### src/rtl/serial_add_pkg.sv
// Shared types and defaults for the bit-serial add/subtract unit.
package serial_add_pkg;

    localparam int unsigned DEFAULT_WIDTH = 4;

    typedef enum logic [1:0] {
        IDLE  = 2'd0,
        SHIFT = 2'd1,
        DONE  = 2'd2
    } state_t;

endpackage

### src/rtl/full_add_bit.sv
// Combinational one-bit full adder used once per serial bit step.
module full_add_bit (
    input  logic i_a,
    input  logic i_b,
    input  logic i_cin,
    output logic o_s,
    output logic o_cout
);

    assign o_s    = i_a ^ i_b ^ i_cin;
    assign o_cout = (i_a & i_b) | (i_cin & (i_a ^ i_b));

endmodule

### src/rtl/serial_addsub4.sv
// Bit-serial add/subtract: one bit per clock through a single carry flip-flop,
// with start/busy/done handshake and signed-overflow reporting.
module serial_addsub4
    import serial_add_pkg::*;
#(
    parameter int unsigned WIDTH = DEFAULT_WIDTH
) (
    input  logic             clk_i,
    input  logic             reset_i,
    input  logic             start_i,
    input  logic             sub_i,
    input  logic [WIDTH-1:0] a_i,
    input  logic [WIDTH-1:0] b_i,
    input  logic             c_in_i,
    output logic             busy_o,
    output logic             done_o,
    output logic [WIDTH-1:0] sum_o,
    output logic             c_out_o,
    output logic             ovf_o
);

    localparam int unsigned CNT_W = $clog2(WIDTH + 1);

    state_t             r_state;
    state_t             w_state_nxt;
    logic               w_accept;
    logic               w_last;
    logic [WIDTH-1:0]   r_a;
    logic [WIDTH-1:0]   r_b;
    logic [WIDTH-1:0]   r_res;
    logic               r_carry;
    logic [CNT_W-1:0]   r_cnt;
    logic               w_s;
    logic               w_cout;
    logic               r_busy;
    logic               r_done;
    logic [WIDTH-1:0]   r_sum;
    logic               r_cout;
    logic               r_ovf;

    full_add_bit u_fa (
        .i_a    (r_a[0]),
        .i_b    (r_b[0]),
        .i_cin  (r_carry),
        .o_s    (w_s),
        .o_cout (w_cout)
    );

    // State register
    always_ff @(posedge clk_i or posedge reset_i) begin
        if (reset_i) begin
            r_state <= IDLE;
        end else begin
            r_state <= w_state_nxt;
        end
    end

    // Next-state and control strobes; start_i is only looked at in IDLE
    always_comb begin
        w_state_nxt = r_state;
        w_accept    = 1'b0;
        w_last      = 1'b0;
        case (r_state)
            IDLE: begin
                if (start_i) begin
                    w_accept    = 1'b1;
                    w_state_nxt = SHIFT;
                end
            end
            SHIFT: begin
                if (r_cnt == CNT_W'(WIDTH - 1)) begin
                    w_last      = 1'b1;
                    w_state_nxt = DONE;
                end
            end
            DONE: begin
                w_state_nxt = IDLE;
            end
            default: begin
                w_state_nxt = IDLE;
            end
        endcase
    end

    // Datapath: subtract is a + ~b + 1, so the carry FF is preset to 1
    always_ff @(posedge clk_i or posedge reset_i) begin
        if (reset_i) begin
            r_a     <= '0;
            r_b     <= '0;
            r_res   <= '0;
            r_carry <= 1'b0;
            r_cnt   <= '0;
            r_busy  <= 1'b0;
            r_done  <= 1'b0;
            r_sum   <= '0;
            r_cout  <= 1'b0;
            r_ovf   <= 1'b0;
        end else begin
            if (w_accept) begin
                r_a     <= a_i;
                r_b     <= sub_i ? ~b_i : b_i;
                r_carry <= sub_i ? 1'b1 : c_in_i;
                r_cnt   <= '0;
            end else if (r_state == SHIFT) begin
                r_a     <= r_a >> 1;
                r_b     <= r_b >> 1;
                r_res   <= {w_s, r_res[WIDTH-1:1]};
                r_carry <= w_cout;
                r_cnt   <= r_cnt + CNT_W'(1);
            end
            // Results publish atomically so consumers never see partial sums
            if (w_last) begin
                r_sum  <= {w_s, r_res[WIDTH-1:1]};
                r_cout <= w_cout;
                r_ovf  <= r_carry ^ w_cout;
            end
            r_busy <= (w_state_nxt != IDLE);
            r_done <= (w_state_nxt == DONE);
        end
    end

    assign busy_o  = r_busy;
    assign done_o  = r_done;
    assign sum_o   = r_sum;
    assign c_out_o = r_cout;
    assign ovf_o   = r_ovf;

endmodule

### config.mk
export PLATFORM = sky130hd
export DESIGN_NAME = serial_addsub4
export DESIGN_NICKNAME = d
export VERILOG_FILES = /design/src/rtl/serial_add_pkg.sv /design/src/rtl/full_add_bit.sv /design/src/rtl/serial_addsub4.sv
export SDC_FILE = /design/constraint.sdc
export NUM_CORES = 1
export LEC_CHECK = 0
export CELL_PAD_IN_SITES_DETAIL_PLACEMENT = 1
export CELL_PAD_IN_SITES_GLOBAL_PLACEMENT = 1
export CORE_AREA = 5 5 58 60
export CTS_BUF_LIST = sky130_fd_sc_hd__clkbuf_16
export CTS_CLUSTER_SIZE = 30
export DETAILED_ROUTE_END_ITERATION = 10
export DIE_AREA = 0 0 63 65
export PLACE_DENSITY_LB_ADDON = 0.25
export SLEW_MARGIN = 20
export SYNTH_ARGS = -nofsm -noshare
export SYNTH_HDL_FRONTEND = slang
export SYNTH_SLANG_ARGS = --single-unit
### constraint.sdc
create_clock -name clk_i -period 2.5 [get_ports clk_i]
set_clock_uncertainty 0.1 [all_clocks]
set_input_delay 0.25 -clock clk_i [delete_from_list [all_inputs] [get_ports clk_i]]
set_output_delay 0.25 -clock clk_i [all_outputs]
set_load 0.05 [all_outputs]
* Yosys cells after proc, flatten, opt, wreduce, memory -nomap -nowiden
Cells that the tools add are included. W data, S select, Z words.
Cells by class: add/subtract/negate cells 1, eq/ne operators 3, mux-type cells 17, bitwise gates (word level) 8, reduce and logical (&&, ||, !) cells 4
Operator list (number):
- $mux W4 | 5
- $mux W1 | 7
- $mux W3 | 2
- $mux W2 | 2
- $not A4 Y4 | 1
- $pmux W2 S2 | 1
- $reduce_bool A2 Y1 | 2
- $add A3 B1 Y3 const B | 1
- $eq A3 B2 Y1 const B | 1
- $xor A1 B1 Y1 | 3
- $and A1 B1 Y1 | 2
- $eq A2 B1 Y1 const B | 1
- $eq A2 B2 Y1 const B | 1
- $logic_not A2 Y1 | 1
- $reduce_and A2 Y1 | 1
- $not A1 Y1 | 1
- $or A1 B1 Y1 | 1
Storage, ports and cells: register bits after elaboration 26, bits of input ports 13, output and inout bits 8, logic and storage cells 44

* Longest topological paths before layout
depth after elaboration 5, gate-level depth with buffers 5, mapped depth without buffers 5

* Modules after synthesis
Synthesis repeated with hierarchy kept, for this count alone.
Unflattened totals: cell total of the unflattened synthesis 94, area, all modules 1146.1 µm²
Modules (own cells, without submodules):
- serial_addsub4 | times used 1, cells each 93, area each 1126.1 µm², sequential area each 625.6 µm²
- full_add_bit | times used 1, cells each 1, area each 20.0 µm², sequential area each 0.0 µm²

* Worst setup path after synthesis
Ideal clock, no wire load.
kind register to register, from register r_cnt[0], to register r_cout, in the netlist c_out_o, setup time 0.128 ns, arrival time 1.214 ns, data required time 2.272 ns, path slack 1.059 ns, stages on the path, launching flop included 5, path buffers 0, clock period less this slack 1.441 ns, path through dfrtp_1 -> ha_1 -> ha_1 -> nand3b_4 -> mux2_1
On the way: cells in the longest elaborated chain, start to end 3
RTL lines:
- start: declaration | line serial_addsub4.sv:32 | logic [CNT_W-1:0] r_cnt;
- start signal: assignment | line serial_addsub4.sv:109 | r_cnt <= r_cnt + CNT_W'(1);
- $eq A3 B2 Y1 | line serial_addsub4.sv:71 | if (r_cnt == CNT_W'(WIDTH - 1)) begin
- $mux W1 | line serial_addsub4.sv:71
- $mux W1 | line serial_addsub4.sv:63 | case (r_state)
- end signal: assignment | line serial_addsub4.sv:114 | r_cout <= w_cout;
- end: declaration | line serial_addsub4.sv:38 | logic r_cout;
Every way passes these cells. A chain may end at the register's enable or synchronous reset.

* Worst setup path after layout
from register r_sum[3], in the netlist sum_o[3], to output sum_o[3]
RTL lines:
- start: declaration | line serial_addsub4.sv:37 | logic [WIDTH-1:0] r_sum;
- start signal: assignment | line serial_addsub4.sv:113 | r_sum <= {w_s, r_res[WIDTH-1:1]};
- end: declaration | line serial_addsub4.sv:17 | output logic [WIDTH-1:0] sum_o,
No word-level cell between the ends.

==> impl_metrics.tcl <==
set metrics [dict create \
    syn_inst 95 \
    grt_util_met3_pct 2.43 \
    ctsHoldBuffers 0 \
    die_w_um 63 \
    setup_viol 0 \
    endpoint_kind "primary output" \
    drtIter0Drc 13 \
    synthTopCellsByArea "dfrtp_1 55%, mux2_1 7.0%, xnor2_1 3.1%, a22oi_1 2.6%, nand2_1 2.6%" \
    grt_util_met1_pct 14.6 \
    synth_top_cell_area_share_pct 55.2 \
    synth_most_common_cell "dfrtp_1" \
    reg2reg_slack_ps 830 \
    maxCapViolCount 0 \
    hold_slack_ps 246 \
    dp_slack_ps 615 \
    drc 0 \
    antenna_found_initial 0 \
    worstSetupStartpointType "flip-flop" \
    gp_congestion 0.744 \
    crit_fanout 2 \
    pin_count 21 \
    nFillCells 305 \
    grt_overflow 0 \
    multi_input_area_um2 448 \
    layout-drive-gt1-share_pct 10.4 \
    via_count 771 \
    setup_tns_ps 0 \
    vias_per_cell 5.21 \
    peakVddDrop_uv 759 \
    final_hold_viol_count 0 \
    cp_data_required_time_ps 2150 \
    ant_nets 0 \
    worst_slew_pin_slew_ps 556 \
    internal_power_mw 1.16 \
    grtUsageMet2_pct 21.0 \
    fmax_mhz 567 \
    cts_buffer_depth 2 \
    grt.total_usage_pct 12.0 \
    cts_num_sinks 25 \
    min_period_ps 1760 \
    first_pass_iters 2 \
    cts.clk_slew.worst_paths_ps 70 \
    areaGrowthSynthToFinish_pct 26.3 \
    critPathArrivalTime_ps 1410 \
    grt_max_degree 26 \
    path_cells "clkdlybuf4s50_1" \
    grt-busiest-layer "met2" \
    maxSlewViolCount 0 \
    slew_headroom_pct 62.9 \
    die-area_um2 4100 \
    fin_area_um2 1430 \
    synth_cell_type_count 30 \
    combPwrFrac_pct 42.8 \
    nNetsFinal 132 \
    fin_crit_sh_pct 70.6 \
    synthArstFlopShare_pct 100 \
    grt_pass1_vias 859 \
    dpl.hpwl_mm 1.63 \
    cts_tree "built" \
    routed_wl_mm 2.25 \
    swShare_pct 39.4 \
    htree_levels 1 \
    cts_root_buffer "clkbuf_16" \
    netlist_top_cells_count "25 x dfrtp_1, 8 x nand2_1, 7 x mux2_1, 5 x inv_1, 5 x o21ai_1" \
    critPathSlowestCell "clkdlybuf4s50_1" \
    synth-seq-area-share_pct 55.2 \
    cts_resized 0 \
    die_h_um 65 \
    ys.flop_type "dfrtp_1" \
    core-area_um2 2880 \
    power_mw 1.92 \
    layout_setup_ws_ps 736 \
    wire_per_inst_um 15.2 \
    crit_type "flip-flop to primary output" \
    num_rows 20 \
    synth_nets 111 \
    p_sw_mw 0.756 \
    synth_area_um2 1130 \
    p_clk_share_pct 18.7 \
    seq_area_um2 626 \
    antenna_cells 0 \
    placed_area_um2 1350 \
    io_buffer_count 20 \
    start_util_pct 39.4 \
    ys_seq_elements 25 \
    powerDensity_nw_per_um2 1340 \
    yosysWarningCount 0 \
    rsz0062_at_grt "false" \
    critPathTopFamily "buffers and inverters" \
    hp-class "input port to async pin" \
    synth_area_per_cell_um2 11.9 \
    path_buf_inv 1 \
    clk_latency_ps 260 \
    cellLeakagePower_nw 0.632 \
    synth_edf_count 0 \
    grt_pass1_wl_mm 3.97 \
    seq_power_share_pct 38.5 \
    numCtsBuffers 3 \
    cts_setup_buffers 0 \
    status "finished clean" \
    slowest_delay_ps 800 \
    synth_largest_area_cell "dfrtp_1" \
]
## layout make-up
class	instances	area share [%]
flip-flops and latches	25	43.7
multi-input cells	58	31.3
repair buffers	21	14.5
clock buffers	3	5.24
well taps	33	2.88
inverters	7	1.84
clock inverters	1	0.524
## cells in the final DEF (no fill, tap or decap), drive strengths merged, types with 2 or more instances in the layout
cell           count
mux2               8
nand2              8
o21ai              9
inv                7
ha                 2
clkdlybuf4s50     20
a21oi              3
xnor2              4
dfrtp             25
clkbuf             3
nor2b              4
a22oi              4
o22a               2
nor2               2
## path summary, 6_finish.rpt
path,from,to,cells past startpoint
max,sum_o[3]$_DFFE_PP0P_,sum_o[3],1
min,reset_i,sum_o[2]$_DFFE_PP0P_,3
max reg2reg,r_state[0]$_DFF_PP0_,r_b[0]$_DFFE_PP0P_,3
min reg2reg,sum_o[0]$_DFFE_PP0P_,sum_o[0]$_DFFE_PP0P_,1
max in group asynchronous,reset_i,r_b[1]$_DFFE_PP0P_,3
min in group clk_i,sum_o[0]$_DFFE_PP0P_,sum_o[0]$_DFFE_PP0P_,1
## routing by layer
| layer | vias up | wire, µm |
|---|---|---|
| li1 | 366 | - |
| met1 | 382 | 961 |
| met2 | 19 | 1160 |
| met3 | 4 | 98 |
| met4 | 0 | 31 |
| met5 | - | 0 |
## sequential cells by signal (all words and copies together) (netlist names)
name	count
r_a	4
r_b	4
sum_o	4
r_cnt	3
r_res	3
r_state	2
busy_o	1
c_out_o	1
done_o	1
ovf_o	1
r_carry	1
## per-stage QoR
stage | util [%] | cells
final | 49.7 | 148
after detailed placement | 46.9 | 144
after floorplan | - | 95
after CTS | 49.7 | 148
after global placement | 46.9 | 144
after global routing | 49.7 | 148
## power groups by stage
stage / Combinational (mW) / Sequential (mW) / Clock [mW]
after floorplan: 0.457 / 0.876 / 0
after global placement: 0.794 / 0.734 / 0
after detailed placement: 0.823 / 0.750 / 0
after CTS: 0.836 / 0.745 / 0.367
after global routing: 0.893 / 0.766 / 0.381
final: 0.822 / 0.740 / 0.359
## kinds of logic (layout without fill, tap and decap cells)
| group | after synthesis | after routing | synth area share (%) |
|---|---|---|---|
| XOR/XNOR | 5 | 5 | 3.86 |
| AND/OR/NAND/NOR | 19 | 19 | 10.5 |
| multiplexers | 8 | 8 | 7.95 |
| flip-flops | 25 | 25 | 55.2 |
| AO/OA/AOI/OAI | 23 | 23 | 13.2 |
| buffers and inverters | 12 | 32 | 5.30 |
| adder cells (fa/ha/maj) | 3 | 3 | 3.97 |
No activity file was read; power rests on OpenSTA's default activity.
